--- src/rtl/hazard_pkg.sv ---
// Shared types and constants for the hazard/forwarding unit: forward select
// encodings, the shadow slot record and a parameter legality check.
package hazard_pkg;

  localparam int unsigned FWD_RF    = 0;
  localparam int unsigned FWD_EXMEM = 1;
  localparam int unsigned FWD_MEMWB = 2;

  // Slot dest field is sized for the widest supported register address.
  localparam int unsigned SLOT_DEST_W = 8;

  typedef struct packed {
    logic                   valid;
    logic [SLOT_DEST_W-1:0] dest;
    logic                   we;
    logic                   is_load;
  } slot_t;

  function automatic bit params_ok(input int unsigned reg_addr_w,
                                   input int unsigned fwd_depth,
                                   input int unsigned load_lat,
                                   input int unsigned flush_cycles);
    return (reg_addr_w >= 1) && (reg_addr_w <= SLOT_DEST_W) &&
           (fwd_depth >= 1) && (load_lat < fwd_depth) && (flush_cycles >= 1);
  endfunction

endpackage

--- src/rtl/hazard_forward_unit_if.sv ---
// Decode-side / control-side bundle of the hazard unit.
// Optional statistics ports appear when HAZ_STATS_EN is defined.
interface hazard_forward_unit_if #(
  parameter int unsigned REG_ADDR_W = 5,
  parameter int unsigned FWD_DEPTH  = 2
);
  localparam int unsigned FSEL_W = $clog2(FWD_DEPTH + 1);

  logic                  id_valid;
  logic [REG_ADDR_W-1:0] id_rs;
  logic [REG_ADDR_W-1:0] id_rt;
  logic                  id_use_rs;
  logic                  id_use_rt;
  logic [REG_ADDR_W-1:0] id_dest;
  logic                  id_we;
  logic                  id_is_load;
  logic                  ex_br_taken;
  logic [FSEL_W-1:0]     fwd_a;
  logic [FSEL_W-1:0]     fwd_b;
  logic                  stall;
  logic                  bubble;
  logic                  flush;
`ifdef HAZ_STATS_EN
  logic [15:0]           stall_cnt;
  logic [15:0]           flush_cnt_total;

  modport master (
    output id_valid, id_rs, id_rt, id_use_rs, id_use_rt, id_dest, id_we, id_is_load,
           ex_br_taken,
    input  fwd_a, fwd_b, stall, bubble, flush, stall_cnt, flush_cnt_total
  );

  modport slave (
    input  id_valid, id_rs, id_rt, id_use_rs, id_use_rt, id_dest, id_we, id_is_load,
           ex_br_taken,
    output fwd_a, fwd_b, stall, bubble, flush, stall_cnt, flush_cnt_total
  );
`else
  modport master (
    output id_valid, id_rs, id_rt, id_use_rs, id_use_rt, id_dest, id_we, id_is_load,
           ex_br_taken,
    input  fwd_a, fwd_b, stall, bubble, flush
  );

  modport slave (
    input  id_valid, id_rs, id_rt, id_use_rs, id_use_rt, id_dest, id_we, id_is_load,
           ex_br_taken,
    output fwd_a, fwd_b, stall, bubble, flush
  );
`endif

endinterface

--- src/rtl/hazard_slot_pipe.sv ---
// Shadow shift register of in-flight destination info, slot 0 = EX up to
// slot DEPTH = WB; a non-issuing cycle inserts an invalid bubble at slot 0.
module hazard_slot_pipe
  import hazard_pkg::*;
#(
  parameter int unsigned DEPTH = 2
) (
  input  logic  clk,
  input  logic  rst,
  input  logic  issue_i,
  input  slot_t slot_i,
  output slot_t slots_o [DEPTH+1]
);

  slot_t slots_q [DEPTH+1];

  always_ff @(posedge clk or posedge rst) begin
    if (rst) begin
      for (int unsigned k = 0; k <= DEPTH; k++) slots_q[k] <= '0;
    end else begin
      slots_q[0] <= issue_i ? slot_i : '0;
      for (int unsigned k = 1; k <= DEPTH; k++) slots_q[k] <= slots_q[k-1];
    end
  end

  assign slots_o = slots_q;

endmodule

--- src/rtl/hazard_forward_unit.sv ---
// Hazard and forwarding controller: registered ALU forward selects, load-use
// stall/bubble and multi-cycle branch flush. Optional counters: HAZ_STATS_EN.
module hazard_forward_unit
  import hazard_pkg::*;
#(
  parameter int unsigned REG_ADDR_W   = 5,
  parameter int unsigned FWD_DEPTH    = 2,
  parameter int unsigned LOAD_LAT     = 1,
  parameter int unsigned FLUSH_CYCLES = 2
) (
  input  logic                clk,
  input  logic                rst,
  hazard_forward_unit_if.slave bus
);

  localparam int unsigned FSEL_W = $clog2(FWD_DEPTH + 1);
  localparam int unsigned CNT_W  = $clog2(FLUSH_CYCLES) + 1;
  localparam bit PARAMS_OK = params_ok(REG_ADDR_W, FWD_DEPTH, LOAD_LAT, FLUSH_CYCLES);

  if (!PARAMS_OK) begin : g_bad_params
    $error("hazard_forward_unit: illegal parameter combination");
  end

  slot_t             slots [FWD_DEPTH+1];
  slot_t             id_slot;
  logic [FWD_DEPTH-1:0] match_a;
  logic [FWD_DEPTH-1:0] match_b;
  logic              load_hit;
  logic              taken;
  logic              flush_w;
  logic              stall_w;
  logic              issue;
  logic [FSEL_W-1:0] fwd_a_d, fwd_a_q;
  logic [FSEL_W-1:0] fwd_b_d, fwd_b_q;
  logic [CNT_W-1:0]  flush_cnt_d, flush_cnt_q;

  assign id_slot = '{valid:   1'b1,
                     dest:    SLOT_DEST_W'(bus.id_dest),
                     we:      bus.id_we,
                     is_load: bus.id_is_load};

  hazard_slot_pipe #(.DEPTH(FWD_DEPTH)) u_slot_pipe (
    .clk     (clk),
    .rst     (rst),
    .issue_i (issue),
    .slot_i  (id_slot),
    .slots_o (slots)
  );

  // Source matching against forwardable slots; register 0 never matches.
  always_comb begin
    match_a  = '0;
    match_b  = '0;
    load_hit = 1'b0;
    fwd_a_d  = FSEL_W'(FWD_RF);
    fwd_b_d  = FSEL_W'(FWD_RF);
    for (int unsigned j = 0; j < FWD_DEPTH; j++) begin
      match_a[j] = slots[j].valid & slots[j].we & bus.id_use_rs &
                   (bus.id_rs != '0) & (slots[j].dest == SLOT_DEST_W'(bus.id_rs));
      match_b[j] = slots[j].valid & slots[j].we & bus.id_use_rt &
                   (bus.id_rt != '0) & (slots[j].dest == SLOT_DEST_W'(bus.id_rt));
    end
    for (int unsigned j = 0; j < LOAD_LAT; j++) begin
      load_hit = load_hit | ((match_a[j] | match_b[j]) & slots[j].is_load);
    end
    // Walk oldest to youngest so the youngest producer wins.
    for (int j = int'(FWD_DEPTH); j >= 1; j--) begin
      if (match_a[j-1]) fwd_a_d = FSEL_W'(j);
      if (match_b[j-1]) fwd_b_d = FSEL_W'(j);
    end
  end

  assign taken   = bus.ex_br_taken & slots[0].valid;
  assign flush_w = taken | (flush_cnt_q != '0);
  assign stall_w = load_hit & ~flush_w;
  assign issue   = bus.id_valid & ~stall_w & ~flush_w;

  always_comb begin
    flush_cnt_d = flush_cnt_q;
    if (taken) begin
      flush_cnt_d = CNT_W'(FLUSH_CYCLES - 1);
    end else if (flush_cnt_q != '0) begin
      flush_cnt_d = flush_cnt_q - CNT_W'(1);
    end
  end

  always_ff @(posedge clk or posedge rst) begin
    if (rst) begin
      fwd_a_q     <= '0;
      fwd_b_q     <= '0;
      flush_cnt_q <= '0;
    end else begin
      fwd_a_q     <= issue ? fwd_a_d : '0;
      fwd_b_q     <= issue ? fwd_b_d : '0;
      flush_cnt_q <= flush_cnt_d;
    end
  end

  assign bus.fwd_a  = fwd_a_q;
  assign bus.fwd_b  = fwd_b_q;
  assign bus.stall  = stall_w;
  assign bus.bubble = stall_w;
  assign bus.flush  = flush_w;

`ifdef HAZ_STATS_EN
  logic [15:0] stall_cnt_q, flush_tot_q;

  // Saturating event counters.
  always_ff @(posedge clk or posedge rst) begin
    if (rst) begin
      stall_cnt_q <= '0;
      flush_tot_q <= '0;
    end else begin
      if (stall_w && stall_cnt_q != 16'hFFFF) stall_cnt_q <= stall_cnt_q + 16'd1;
      if (flush_w && flush_tot_q != 16'hFFFF) flush_tot_q <= flush_tot_q + 16'd1;
    end
  end

  assign bus.stall_cnt       = stall_cnt_q;
  assign bus.flush_cnt_total = flush_tot_q;
`endif

endmodule

--- src/flat_wrapper.sv ---
// flat-port wrapper written by rule: the top's interface ports become plain ports
module hazard_forward_unit_flat import hazard_pkg::*;
#(
  parameter int unsigned REG_ADDR_W   = 5,
  parameter int unsigned FWD_DEPTH    = 2,
  parameter int unsigned LOAD_LAT     = 1,
  parameter int unsigned FLUSH_CYCLES = 2
)
  (clk, rst, bus_id_valid, bus_id_rs, bus_id_rt, bus_id_use_rs, bus_id_use_rt, bus_id_dest, bus_id_we, bus_id_is_load, bus_ex_br_taken, bus_fwd_a, bus_fwd_b, bus_stall, bus_bubble, bus_flush);
  hazard_forward_unit_if #(.REG_ADDR_W(REG_ADDR_W), .FWD_DEPTH(FWD_DEPTH)) bus_i ();
  input  logic clk;
  input  logic rst;
  input wire logic [$bits(bus_i.id_valid)-1:0] bus_id_valid;
  input wire logic [$bits(bus_i.id_rs)-1:0] bus_id_rs;
  input wire logic [$bits(bus_i.id_rt)-1:0] bus_id_rt;
  input wire logic [$bits(bus_i.id_use_rs)-1:0] bus_id_use_rs;
  input wire logic [$bits(bus_i.id_use_rt)-1:0] bus_id_use_rt;
  input wire logic [$bits(bus_i.id_dest)-1:0] bus_id_dest;
  input wire logic [$bits(bus_i.id_we)-1:0] bus_id_we;
  input wire logic [$bits(bus_i.id_is_load)-1:0] bus_id_is_load;
  input wire logic [$bits(bus_i.ex_br_taken)-1:0] bus_ex_br_taken;
  output wire logic [$bits(bus_i.fwd_a)-1:0] bus_fwd_a;
  output wire logic [$bits(bus_i.fwd_b)-1:0] bus_fwd_b;
  output wire logic [$bits(bus_i.stall)-1:0] bus_stall;
  output wire logic [$bits(bus_i.bubble)-1:0] bus_bubble;
  output wire logic [$bits(bus_i.flush)-1:0] bus_flush;
  assign bus_i.id_valid = bus_id_valid;
  assign bus_i.id_rs = bus_id_rs;
  assign bus_i.id_rt = bus_id_rt;
  assign bus_i.id_use_rs = bus_id_use_rs;
  assign bus_i.id_use_rt = bus_id_use_rt;
  assign bus_i.id_dest = bus_id_dest;
  assign bus_i.id_we = bus_id_we;
  assign bus_i.id_is_load = bus_id_is_load;
  assign bus_i.ex_br_taken = bus_ex_br_taken;
  assign bus_fwd_a = bus_i.fwd_a;
  assign bus_fwd_b = bus_i.fwd_b;
  assign bus_stall = bus_i.stall;
  assign bus_bubble = bus_i.bubble;
  assign bus_flush = bus_i.flush;
  hazard_forward_unit #(.REG_ADDR_W(REG_ADDR_W), .FWD_DEPTH(FWD_DEPTH), .LOAD_LAT(LOAD_LAT), .FLUSH_CYCLES(FLUSH_CYCLES)) u_core (.clk(clk), .rst(rst), .bus(bus_i));
endmodule
--- config.mk ---
export PLATFORM = sky130hd
export DESIGN_NAME = hazard_forward_unit_flat
export DESIGN_NICKNAME = d
export VERILOG_FILES = /design/src/rtl/hazard_pkg.sv /design/src/rtl/hazard_forward_unit_if.sv /design/src/rtl/hazard_slot_pipe.sv /design/src/rtl/hazard_forward_unit.sv /design/src/flat_wrapper.sv
export SDC_FILE = /design/constraint.sdc
export NUM_CORES = 1
export LEC_CHECK = 0
export ABC_AREA = 1
export BUFFER_PORTS_ARGS = -buffer_cell sky130_fd_sc_hd__buf_2
export CAP_MARGIN = 5
export CORE_MARGIN = 2
export CORE_UTILIZATION = 47
export DETAILED_ROUTE_END_ITERATION = 10
export PLACE_DENSITY = 0.68
export SLEW_MARGIN = 30
export SYNTH_ARGS = -nofsm -noshare
export SYNTH_HDL_FRONTEND = slang
export SYNTH_HIERARCHICAL = 1
export SYNTH_SLANG_ARGS = --single-unit
--- constraint.sdc ---
create_clock -name clk -period 1.5 [get_ports clk]
set_input_delay 0.15 -clock clk [delete_from_list [all_inputs] [get_ports clk]]
set_output_delay 0.15 -clock clk [all_outputs]
set_load 0.005 [all_outputs]
# Word level (Yosys, flattened, before mapping)
# Index checks and enable logic that the tools add are counted.
# Widths: inputs -> output; s select.
# word_totals
romBits	0
latchBits	0
register_bits	27
mem_bits_rw	0
input_bits	23
word_cells	51
mem_count	0
# classes
shifts	0
multipliers	0
bitwise_logic	23
muxes	9
div_mod_pow	0
add_sub_neg	1
n_eq_ne	4
n_reduce_logical	4
n_lt_le_gt_ge	0
# op_table
op	n
$eq 8x5->1	4
$and 1x1->1	19
$mux 2	8
$mux 11	1
$reduce_bool 5->1	2
$reduce_bool 2->1	2
$not 1->1	2
$or 1x1->1	2
$sub 2x1->2 const B	1

# Logic depth before layout (Yosys ltp)
# Gate-level depths: netlist of the first run.
# depth
ltp_word	11
depth_mapped	12
depth_no_buf	11

# Cells and area by module
# The synthesis of the first run kept the hierarchy.
# by_module_without_submodules
mod	area_each_um2	cells_each	seq_area_each_um2	n_inst
hazard_slot_pipe	923.4	57	825.8	1
hazard_forward_unit	830.8	151	150.1	1

# Worst setup path after synthesis of the first run
# OpenSTA, ideal clock, no wires.
# synth_path
path_kind	flip-flop to flip-flop
from	register u_core.flush_cnt_q[0]
to	register u_core.u_slot_pipe.slots_q, in the netlist u_core/u_slot_pipe/slots_o[22]
setup_time_ps	113
period_less_slack_ps	1328
path_stages_with_launch	11
setup_slack_ps	172
path_buffers	1
arrival_time_ps	1215
cell_sequence	dfrtp_1 -> inv_1 -> ha_1 -> nand2_1 -> nor2_1 -> nand2_1 -> nand2_2 -> inv_1 -> buf_6 -> nand2_1 -> inv_1
# synth_via
elab_chain_cells	8
# synth_rtl
item	line_no	text
from (decl)	hazard_forward_unit.sv:35	logic [CNT_W-1:0] flush_cnt_d, flush_cnt_q;
from (signal assigned)	hazard_forward_unit.sv:95	flush_cnt_q <= flush_cnt_d;
$reduce_bool 2->1 (*)	hazard_forward_unit.sv:74	assign flush_w = taken | (flush_cnt_q != '0);
$or 1x1->1 (*)	hazard_forward_unit.sv:74	
net bus_flush	flat_wrapper.sv:26	output wire logic [$bits(bus_i.flush)-1:0] bus_flush;
$not 1->1 (*)	hazard_forward_unit.sv:75, hazard_forward_unit.sv:76	
$and 1x1->1	hazard_forward_unit.sv:75	assign stall_w = load_hit & ~flush_w;
$not 1->1	hazard_forward_unit.sv:76	assign issue = bus.id_valid & ~stall_w & ~flush_w;
$and 1x1->1	hazard_forward_unit.sv:76	
$and 1x1->1 (*)	hazard_forward_unit.sv:76	
net u_core.issue	hazard_forward_unit.sv:32	logic issue;
$mux 11 (*)	hazard_slot_pipe.sv:21	slots_q[0] <= issue_i ? slot_i : '0;
to (decl)	hazard_slot_pipe.sv:15	slot_t slots_q [DEPTH+1];
# The timed path passes the listed nets; every way through them passes the cells marked *.
# A chain may end at the register's enable or synchronous reset.

# Worst setup path in the final report of the first run
# layout_path
from	register u_core.u_slot_pipe.slots_q, in the netlist u_core/u_slot_pipe/slots_o[28]
to	output bus_stall
# layout_via
elab_chain_cells	5
word_cells_on_any_way	7
# layout_rtl
item	line_no	text
$eq 8x5->1, on equally long branches	hazard_forward_unit.sv:59, hazard_forward_unit.sv:61	
$and 1x1->1, on equally long branches	hazard_forward_unit.sv:59, hazard_forward_unit.sv:61	
$or 1x1->1 (*)	hazard_forward_unit.sv:64	load_hit = load_hit | ((match_a[j] | match_b[j]) & slots[j].is_load);
$and 1x1->1 (*)	hazard_forward_unit.sv:64	
$and 1x1->1 (*)	hazard_forward_unit.sv:75	
to (decl)	flat_wrapper.sv:24	output wire logic [$bits(bus_i.stall)-1:0] bus_stall;
# Every way passes the cells marked *; elsewhere a longest branch is shown, timed or not.

==> results of run 1 <==
[worst max path at each step]
stage | endpoint | slack (ns) | startpoint | cells past startpoint
after floorplan | u_core/u_slot_pipe/slots_o[22]$_DFF_PP0_ | 0.17 | u_core/flush_cnt_q[0]$_DFFE_PP0N_ | 10
after detailed placement | u_core/u_slot_pipe/slots_o[26]$_DFF_PP0_ | -0.004 | u_core/u_slot_pipe/slots_o[31]$_DFF_PP0_ | 10
after global routing | bus_bubble | -0.41 | u_core/u_slot_pipe/slots_o[28]$_DFF_PP0_ | 8
after CTS | bus_stall | -0.28 | u_core/u_slot_pipe/slots_o[27]$_DFF_PP0_ | 7
after global placement | u_core/u_slot_pipe/slots_o[26]$_DFF_PP0_ | 0.04 | u_core/u_slot_pipe/slots_o[26]$_DFF_PP0_ | 11
final | bus_stall | -0.30 | u_core/u_slot_pipe/slots_o[28]$_DFF_PP0_ | 9
[cells in the final DEF, fill, tap and decap left out, drive strengths merged, types with 2 or more instances in the layout]
cell type	instances
conb	4
nand3b	2
dfrtp	27
buf	47
a21oi	3
clkbuf	4
xor2	3
inv	43
nor2	28
nand2	51
nand3	14
xnor2	8
o21ai	3
dlygate4sd3	4
nand4	5
[per-stage QoR]
stage,hold slack (ns),cell area (um^2),instances,utilization [%],setup WS [ns]
6_report,0.0157,1960,284,65.3,-0.302
5_1_grt,0.0146,1960,284,65.3,-0.413
4_1_cts,0.00324,1840,280,61.4,-0.278
3_5_place_dp,0.0886,1660,262,55.3,-0.00415
3_3_place_gp,0.0815,1660,262,55.3,0.0437
2_1_floorplan,-0.0590,1460,198,-,0.172
[power groups by stage]
stage | clock, mW | sequential, mW | combinational [mW]
2_1_floorplan | 0 | 0.901 | 0.386
3_3_place_gp | 0 | 0.918 | 0.509
3_5_place_dp | 0 | 0.922 | 0.520
4_1_cts | 0.318 | 0.908 | 0.627
5_1_grt | 0.348 | 0.931 | 0.832
6_report | 0.317 | 0.915 | 0.745
[critical path: stages, from the launching register on]
cell,delay (ns)
dfrtp_1,0.46
inv_2,0.07
nand2_2,0.08
nand2_2,0.05
nor2_2,0.07
nand3b_1,0.09
nor2_2,0.18
inv_2,0.06
a21boi_2,0.15
buf_2,0.13
[layout make-up]
class / count / area share [%]
Multi-Input combinational cell: 125 / 35.5
Sequential cell: 27 / 34.6
Timing Repair Buffer: 51 / 17.9
Inverter: 44 / 8.61
Tap cell: 33 / 2.10
Clock buffer: 4 / 1.34
[what timing repair did]
action,4_1_cts,5_1_grt
buffers inserted,11,5
gates cloned,0,0
setup endpoints to repair,10,14
endpoints found under the hold margin,29,1
resized for setup,12,39
pin swaps,7,14
hold buffers,3,1
[state kept, by name, summed over array words and instances, names as in the netlist]
name                        cells
u_core/u_slot_pipe/slots_o     21
u_core/flush_cnt_q              2
u_core/bus.fwd_b                2
u_core/bus.fwd_a                2
[metal layers]
| layer | part of all wire, % | track usage [%] | up-vias |
|---|---|---|---|
| met5 | 0 | 0 | - |
| met2 | 49 | 29.7 | 41 |
| met1 | 43 | 25.4 | 608 |
| li1 | - | - | 690 |
| met3 | 6.1 | 3.28 | 4 |
| met4 | 1.4 | 7.62 | 0 |
==> flow_metrics.env, run 1 <==
export IMPL_rsz0062_at_grt="yes"
export IMPL_crit_path_max_fanout=4
export IMPL_hold_path_cell_count=3
export IMPL_boundary_pin_count=30
export IMPL_timing_hold_worst_start="bus_id_dest[1]"
export IMPL_layout_worst_path_cycle_share_pct=120
export IMPL_drt_pass1_iterations=4
export IMPL_vdd_drop_max_v=0.000704
export IMPL_chipWidth_um=59.6
export IMPL_cp_arrival_ns=1.65
export IMPL_slew_viol_final=0
export IMPL_placementRows=20
export IMPL_ctsRootBufferMaster="clkbuf_4"
export IMPL_layout_overhead_on_the_synthesized_area_pct=34.9
export IMPL_first_iter_violations=51
export IMPL_drt_wl_total_um=3210
export IMPL_fin_worst_skew_ns=0.0104
export IMPL_layout_drive_gt1_share_pct=39.0
export IMPL_power_share_combinational_pct=37.7
export IMPL_power_switching_mw=0.686
export IMPL_timing_final_hold_violations=0
export IMPL_num_vias=1343
export IMPL_power_static_leakage_nw=1.12
export IMPL_port_buffers=29
export IMPL_timing_reg2reg_setup_slack_ns=-0.18
export IMPL_post_syn_area_per_cell_um2=7.42
export IMPL_swShare_pct=34.7
export IMPL_fill_cells=269
export IMPL_critical_path_class="flop to primary output"
export IMPL_fp_coreArea_um2=3000
export IMPL_h_tree_depth=1
export IMPL_design_power_total_mw=1.98
export IMPL_cts_inserted_buffers=3
export IMPL_min_period_ns=1.80
export IMPL_design_final_nets=276
export IMPL_tritoncts="built"
export IMPL_clock_share_of_power_pct=16.0
export IMPL_intPower_mw=1.29
export IMPL_placed_wire_length_estimate_after_detailed_placement_um=2310
export IMPL_gpl_final_weighted_congestion=0.899
export IMPL_final_setup_tns_ns=-2.00
export IMPL_seq_power_share_pct=46.3
export IMPL_number_of_antenna_violations_at_the_first_check_in_global_routing=0
export IMPL_routedWlPerCell_um=11.3
export IMPL_cts_sinks=27
export IMPL_die_area_um2=3550
export IMPL_first_global_vias=1159
export IMPL_crit_reg2reg_capture="u_core/u_slot_pipe/slots_o[24]$_DFF_PP0_"
export IMPL_cap_viol_max_count=0
export IMPL_multi_input_area_um2=696
export IMPL_clock_insertion_delay_worst_skew_ns=0.33
export IMPL_antenna_left=0
export IMPL_r2r_start="u_core/u_slot_pipe/slots_o[27]$_DFF_PP0_"
export IMPL_worst_setup_path_start_kind="flop"
export IMPL_rr_worst_depth=13
export IMPL_insertedDiodeCount=0
export IMPL_crit_path_end_kind="primary output"
export IMPL_floorplan_initialDensity_pct=48.4
export IMPL_grt_start_max_net_pins=22
export IMPL_ys_warnings_count=6
export IMPL_fmaxAchievable_mhz=555
export IMPL_hold_path_class="primary input to flop"
export IMPL_die_h_um=59.6
export IMPL_globalRouteOverflowTotal=0
export IMPL_synth_area_um2=1450
export IMPL_status="complete, but fails checks"
export IMPL_detail_route_vias_per_cell=4.73
export IMPL_track_usage_pct=18.7
export IMPL_fin_ws_ns=-0.302
export IMPL_required_ns=1.35
export IMPL_finalSetupViolations=13
export IMPL_max_clock_path_buffers=2
export IMPL_global_route_wire_length_before_repair_um=4910
export IMPL_netlist_instances=196
export IMPL_failed_checks="setup timing"
export IMPL_clk_transition_reported_paths_ns=0.13
export IMPL_register_area_um2=678
export IMPL_post_route_drc_count=0
export IMPL_hold_path_end="u_core/u_slot_pipe/slots_o[25]$_DFF_PP0_"
export IMPL_power_density_nw_per_um2=1010
No activity file was read; power rests on OpenSTA's default activity.
==> run 2: changes to the inputs <==
--- a/config.mk
+++ b/config.mk
@@ -6,12 +6,12 @@
 export NUM_CORES = 1
 export LEC_CHECK = 0
 export ABC_AREA = 1
-export BUFFER_PORTS_ARGS = -buffer_cell sky130_fd_sc_hd__buf_2
 export CAP_MARGIN = 5
 export CORE_MARGIN = 2
 export CORE_UTILIZATION = 47
 export DETAILED_ROUTE_END_ITERATION = 10
-export PLACE_DENSITY = 0.68
+export DONT_BUFFER_PORTS = 1
+export PLACE_DENSITY = 0.61
 export SLEW_MARGIN = 30
 export SYNTH_ARGS = -nofsm -noshare
 export SYNTH_HDL_FRONTEND = slang
==> flow_metrics.env, run 2 (synthesis results as in run 1) <==
export IMPL_chipWidth_um=59.6
export IMPL_routedWlPerCell_um=12.5
export IMPL_timing_reg2reg_setup_slack_ns=-0.12
export IMPL_ctsRootBufferMaster="clkbuf_4"
export IMPL_placed_wire_length_estimate_after_detailed_placement_um=2400
export IMPL_cts_sinks=27
export IMPL_grt_util_met1_pct=25.5
export IMPL_grt_busiest_layer="met2"
export IMPL_boundary_pin_count=30
export IMPL_layout_worst_path_cycle_share_pct=113
export IMPL_rsz0062_at_grt="yes"
export IMPL_crit_path_max_fanout=4
export IMPL_timing_hold_worst_start="bus_ex_br_taken"
export IMPL_layout_drive_gt1_share_pct=21.0
export IMPL_mostFrequentLayoutCell="nand2_1"
export IMPL_clock_insertion_delay_worst_skew_ns=0.31
export IMPL_slew_viol_final=0
export IMPL_hold_path_cell_count=2
export IMPL_cap_viol_max_count=0
export IMPL_tritoncts="built"
export IMPL_detail_route_vias_per_cell=4.85
export IMPL_globalRouteMet2Util_pct=32.3
export IMPL_min_period_ns=1.70
export IMPL_hold_path_end="u_core/flush_cnt_q[0]$_DFFE_PP0N_"
export IMPL_globalRouteOverflowTotal=0
export IMPL_design_final_nets=244
export IMPL_final_core_util_pct=58.4
export IMPL_crit_path_end_kind="primary output"
export IMPL_timing_final_hold_violations=0
export IMPL_grt_met3_usage_pct=3.71
export IMPL_critical_path_class="flop to primary output"
export IMPL_die_h_um=59.6
export IMPL_clk_transition_reported_paths_ns=0.13
export IMPL_r2r_start="u_core/u_slot_pipe/slots_o[28]$_DFF_PP0_"
export IMPL_first_iter_violations=71
export IMPL_insertedDiodeCount=0
export IMPL_critical_path_slowest_cell="dfrtp_1"
export IMPL_cts_inserted_buffers=3
export IMPL_fp_coreArea_um2=3000
export IMPL_die_area_um2=3550
export IMPL_cp_arrival_ns=1.55
export IMPL_hold_path_class="primary input to flop"
export IMPL_power_density_nw_per_um2=1030
export IMPL_num_vias=1223
export IMPL_h_tree_depth=1
export IMPL_number_of_antenna_violations_at_the_first_check_in_global_routing=0
export IMPL_port_buffers=0
export IMPL_global_route_wire_length_before_repair_um=5100
export IMPL_grt_start_max_net_pins=22
export IMPL_vdd_drop_max_v=0.000566
export IMPL_crit_path_frequent_cell="inv_2"
export IMPL_fmaxAchievable_mhz=589
export IMPL_track_usage_pct=19.4
export IMPL_first_global_vias=1202
export IMPL_max_clock_path_buffers=2
export IMPL_drt_wl_total_um=3160
export IMPL_status="complete, but fails checks"
export IMPL_placementRows=20
export IMPL_fin_ws_ns=-0.197
export IMPL_worst_setup_path_start_kind="flop"
export IMPL_floorplan_initialDensity_pct=48.4
export IMPL_required_ns=1.35
export IMPL_mostFrequentLayoutCells="42 x nand2_1, 35 x inv_1, 24 x dfrtp_1, 20 x nor2_1, 13 x nand3_1"
export IMPL_timing_critical_path_cells="inv_2, nand2_2, nand3_1, nand3b_1, nor2_2, inv_2, a21boi_4"
export IMPL_gpl_final_weighted_congestion=0.985
export IMPL_drt_pass1_iterations=4
export IMPL_largest_register_ff_count=21
export IMPL_rr_worst_depth=13
export IMPL_fin_worst_skew_ns=0.00611
export IMPL_design_power_total_mw=1.80
export IMPL_power_static_leakage_nw=0.941
export IMPL_crit_reg2reg_capture="u_core/u_slot_pipe/slots_o[24]$_DFF_PP0_"
export IMPL_layout_overhead_on_the_synthesized_area_pct=20.7
export IMPL_post_route_drc_count=0
export IMPL_critPathMaxStageDelay_ns=0.47
export IMPL_failed_checks="setup timing"
export IMPL_detailedPlace_worstSlack_ns=0.0194
export IMPL_antenna_left=0
export IMPL_finalSetupViolations=11
-- run 2: changes by cell type in the layout (fill, tap and decap cells not counted), sizes merged --
cell	delta
clkinvlp	+1
buf	-38
dlygate4sd3	+5
-- run 2: per-layer routing --
metal	vias up	wire (um)
met1	543	1320
met2	57	1580
met5	-	0
li1	623	-
met3	0	258
met4	0	0
-- run 2: metrics by stage --
stage | setup TNS [ns] | hold WS, ns | std cells | instance area (um^2)
floorplan | 0 | -0.0590 | 198 | 1460
global placement | 0 | -0.0368 | 233 | 1510
detailed placement | 0 | -0.0338 | 233 | 1510
CTS | -1.50 | 0.00333 | 251 | 1690
global route | -2.66 | 0.0144 | 252 | 1750
finish | -1.21 | 0.0126 | 252 | 1750
-- run 2: power breakdown --
| group | total (mW) | internal (mW) | switching (mW) |
|---|---|---|---|
| clock | 0.296 | 0.104 | 0.192 |
| sequential | 0.915 | 0.837 | 0.0784 |
| combinational | 0.592 | 0.253 | 0.339 |
| total | 1.80 | 1.19 | 0.610 |
-- run 2: cell type report --
cell class,count,area (um^2)
clock buffers,4,26.3
fillers,285,1250
inverters,44,169
multi-input cells,125,666
flip-flops and latches,27,679
well taps,33,41.3
repair buffers,18,165
repair inverters,1,7.51
-- run 2: timing repair --
| item | 4_1_cts | 5_1_grt |
|---|---|---|
| buffers inserted | 5 | 0 |
| endpoints found under the hold margin | 35 | 0 |
| pin swaps | 8 | 8 |
| cloned | 0 | 1 |
| endpoints found under the setup margin | 6 | 14 |
| hold buffers | 9 | 0 |
| resized for setup | 7 | 23 |
-- run 2: how the worst max path moves through the flow --
stage,startpoint,endpoint,slack [ns],depth (start not counted)
global route,u_core/u_slot_pipe/slots_o[25]$_DFF_PP0_,bus_bubble,-0.32,7
CTS,u_core/u_slot_pipe/slots_o[27]$_DFF_PP0_,bus_bubble,-0.18,6
floorplan,u_core/flush_cnt_q[0]$_DFFE_PP0N_,u_core/u_slot_pipe/slots_o[22]$_DFF_PP0_,0.17,10
finish,u_core/u_slot_pipe/slots_o[25]$_DFF_PP0_,bus_bubble,-0.20,7
detailed placement,u_core/flush_cnt_q[0]$_DFFE_PP0N_,u_core/u_slot_pipe/slots_o[24]$_DFF_PP0_,0.02,9
global placement,u_core/u_slot_pipe/slots_o[27]$_DFF_PP0_,u_core/u_slot_pipe/slots_o[23]$_DFF_PP0_,0.06,11
-- run 2: worst max-delay path: cells and delay by family (launching register included) --
family,cells,cell delay (ns)
DFF,1,0.47
and+or+nand+nor,4,0.45
AOI/OAI and AO/OA,1,0.18
buffers and inverters,2,0.14
==> run 3: changes to the inputs <==
--- a/config.mk
+++ b/config.mk
@@ -5,13 +5,13 @@
 export SDC_FILE = /design/constraint.sdc
 export NUM_CORES = 1
 export LEC_CHECK = 0
-export ABC_AREA = 1
+export ABC_AREA = 0
 export CAP_MARGIN = 5
 export CORE_MARGIN = 2
-export CORE_UTILIZATION = 47
+export CORE_UTILIZATION = 58
 export DETAILED_ROUTE_END_ITERATION = 10
 export DONT_BUFFER_PORTS = 1
-export PLACE_DENSITY = 0.61
+export PLACE_DENSITY = 0.73
 export SLEW_MARGIN = 30
 export SYNTH_ARGS = -nofsm -noshare
 export SYNTH_HDL_FRONTEND = slang
==> flow_metrics.env, run 3 <==
export IMPL_design_final_nets=164
export IMPL_crit_path_max_fanout=2
export IMPL_antenna_left=0
export IMPL_fp_coreArea_um2=1960
export IMPL_grt_start_max_net_pins=22
export IMPL_failed_checks="setup timing"
export IMPL_critPathMaxStageDelay_ns=0.46
export IMPL_timing_reg2reg_setup_slack_ns=-0.59
export IMPL_final_core_util_pct=78.8
export IMPL_slew_viol_final=0
export IMPL_tritoncts="built"
export IMPL_worst_setup_path_start_kind="flop"
export IMPL_largest_register_ff_count=21
export IMPL_critical_path_class="flop to primary output"
export IMPL_fin_worst_skew_ns=0.00535
export IMPL_die_area_um2=2440
export IMPL_layout_drive_gt1_share_pct=24.5
export IMPL_fmaxAchievable_mhz=465
export IMPL_ctsRootBufferMaster="clkbuf_4"
export IMPL_timing_critical_path_from="u_core/u_slot_pipe/slots_o[29]$_DFF_PP0_"
export IMPL_timing_final_hold_violations=0
export IMPL_chipWidth_um=49.4
export IMPL_critical_path_slowest_cell="or4_1"
export IMPL_status="complete, but fails checks"
export IMPL_global_route_wire_length_before_repair_um=4260
export IMPL_layout_worst_path_cycle_share_pct=143
export IMPL_cap_viol_max_count=0
export IMPL_first_iter_violations=16
export IMPL_finalSetupViolations=14
export IMPL_r2r_start="u_core/u_slot_pipe/slots_o[29]$_DFF_PP0_"
export IMPL_cts_inserted_buffers=3
export IMPL_floorplan_initialDensity_pct=61.0
export IMPL_crit_path_end_kind="primary output"
export IMPL_power_static_leakage_nw=0.724
export IMPL_placementRows=16
export IMPL_detailedPlace_worstSlack_ns=-0.386
export IMPL_drt_wl_total_um=2480
export IMPL_track_usage_pct=23.7
export IMPL_drt_pass1_iterations=4
export IMPL_fin_ws_ns=-0.650
export IMPL_boundary_pin_count=30
export IMPL_first_global_vias=967
export IMPL_clock_insertion_delay_worst_skew_ns=0.33
export IMPL_synth_area_um2=1200
export IMPL_mostFrequentLayoutCells="27 x dfrtp_1, 17 x buf_4, 11 x xor2_1, 11 x and2_1, 10 x xnor2_1"
export IMPL_final_setup_tns_ns=-7.71
export IMPL_layout_overhead_on_the_synthesized_area_pct=29.2
export IMPL_cp_arrival_ns=2.00
export IMPL_cts_sinks=27
export IMPL_post_route_drc_count=0
export IMPL_placed_wire_length_estimate_after_detailed_placement_um=1720
export IMPL_timing_hold_worst_start="bus_id_use_rt"
export IMPL_ys_warnings_count=6
export IMPL_globalRouteOverflowTotal=0
export IMPL_number_of_antenna_violations_at_the_first_check_in_global_routing=0
export IMPL_timing_critical_path_cells="nand3b_1, or4_1, or3_4, a21oi_4, buf_6"
export IMPL_vdd_drop_max_v=0.000952
export IMPL_die_h_um=49.4
export IMPL_netlist_instances=104
export IMPL_port_buffers=0
export IMPL_hold_path_class="primary input to flop"
export IMPL_max_clock_path_buffers=2
export IMPL_rsz0062_at_grt="yes"
export IMPL_h_tree_depth=1
export IMPL_mostFrequentLayoutCell="dfrtp_1"
export IMPL_required_ns=1.35
export IMPL_routedWlPerCell_um=15.0
export IMPL_post_syn_area_per_cell_um2=11.5
export IMPL_insertedDiodeCount=0
export IMPL_clk_transition_reported_paths_ns=0.14
export IMPL_min_period_ns=2.15
export IMPL_power_density_nw_per_um2=1100
export IMPL_gpl_final_weighted_congestion=0.854
export IMPL_num_vias=861
export IMPL_detail_route_vias_per_cell=5.19
-- run 3: cell types whose count changed in the layout (fill, tap and decap cells not counted), sizes merged, moves of 3 or more --
| cell | before | now |
|---|---|---|
| nand2 | 51 | 4 |
| inv | 43 | 4 |
| nor2 | 28 | 6 |
| buf | 9 | 22 |
| and2 | 0 | 11 |
| nand3 | 14 | 6 |
| xor2 | 3 | 11 |
| nor3 | 1 | 5 |
| nand4 | 5 | 2 |
| or4 | 0 | 3 |
-- run 3: path summary, 6_finish.rpt --
path / endpoint / cells after the start
max reg2reg: u_core/u_slot_pipe/slots_o[32]$_DFF_PP0_ / 8
min reg2reg: u_core/u_slot_pipe/slots_o[18]$_DFF_PP0_ / 0
min: u_core/bus.fwd_b[1]$_DFF_PP0_ / 3
max in group asynchronous: u_core/u_slot_pipe/slots_o[17]$_DFF_PP0_ / 3
max: bus_stall / 5
min in group asynchronous: u_core/flush_cnt_q[0]$_DFFE_PP0N_ / 2
-- run 3: critical path, delay by kind of cell (launching register included) --
kind	cells	cell delay, ns
compound gates	1	0.16
buf+inv	1	0.13
simple gates	3	0.98
flops	1	0.40
-- run 3: area by class of cell --
type | instances | area (um^2)
Tap cell | 27 | 33.8
Multi-Input combinational cell | 73 | 520
Inverter | 4 | 15.0
Timing Repair Buffer | 31 | 274
Fill cell | 140 | 417
Sequential cell | 27 | 676
Clock buffer | 4 | 26.3
-- run 3: repair_timing --
action	in CTS	in global routing
hold endpoints to repair	36	0
resized for setup	8	3
endpoints found under the setup margin	14	14
setup buffers	5	2
hold buffers	9	0
pin swaps	0	1
-- run 3: through the flow --
step,std cells,power [mW],instance area [um^2],hold slack (ns)
2_1_floorplan,106,1.22,1200,-0.0590
3_3_place_gp,147,1.34,1340,-0.0403
3_5_place_dp,147,1.36,1340,-0.0352
4_1_cts,165,1.69,1530,0.0684
5_1_grt,166,1.81,1550,0.0843
6_report,166,1.70,1550,0.0777
-- run 3: power breakdown --
part | leakage, nW | internal [mW] | switching (mW)
sequential | 0.367 | 0.842 | 0.0796
combinational | 0.342 | 0.243 | 0.225
clock | 0.0150 | 0.104 | 0.203
total | 0.724 | 1.19 | 0.508
-- run 3: metal layers --
metal,global-route usage [%],vias to the layer above,share of wire [%]
met4,9.26,0,2.6
met3,4.29,7,4.8
li1,-,405,-
met5,0,-,0
met2,43.9,30,54
met1,26.8,419,39
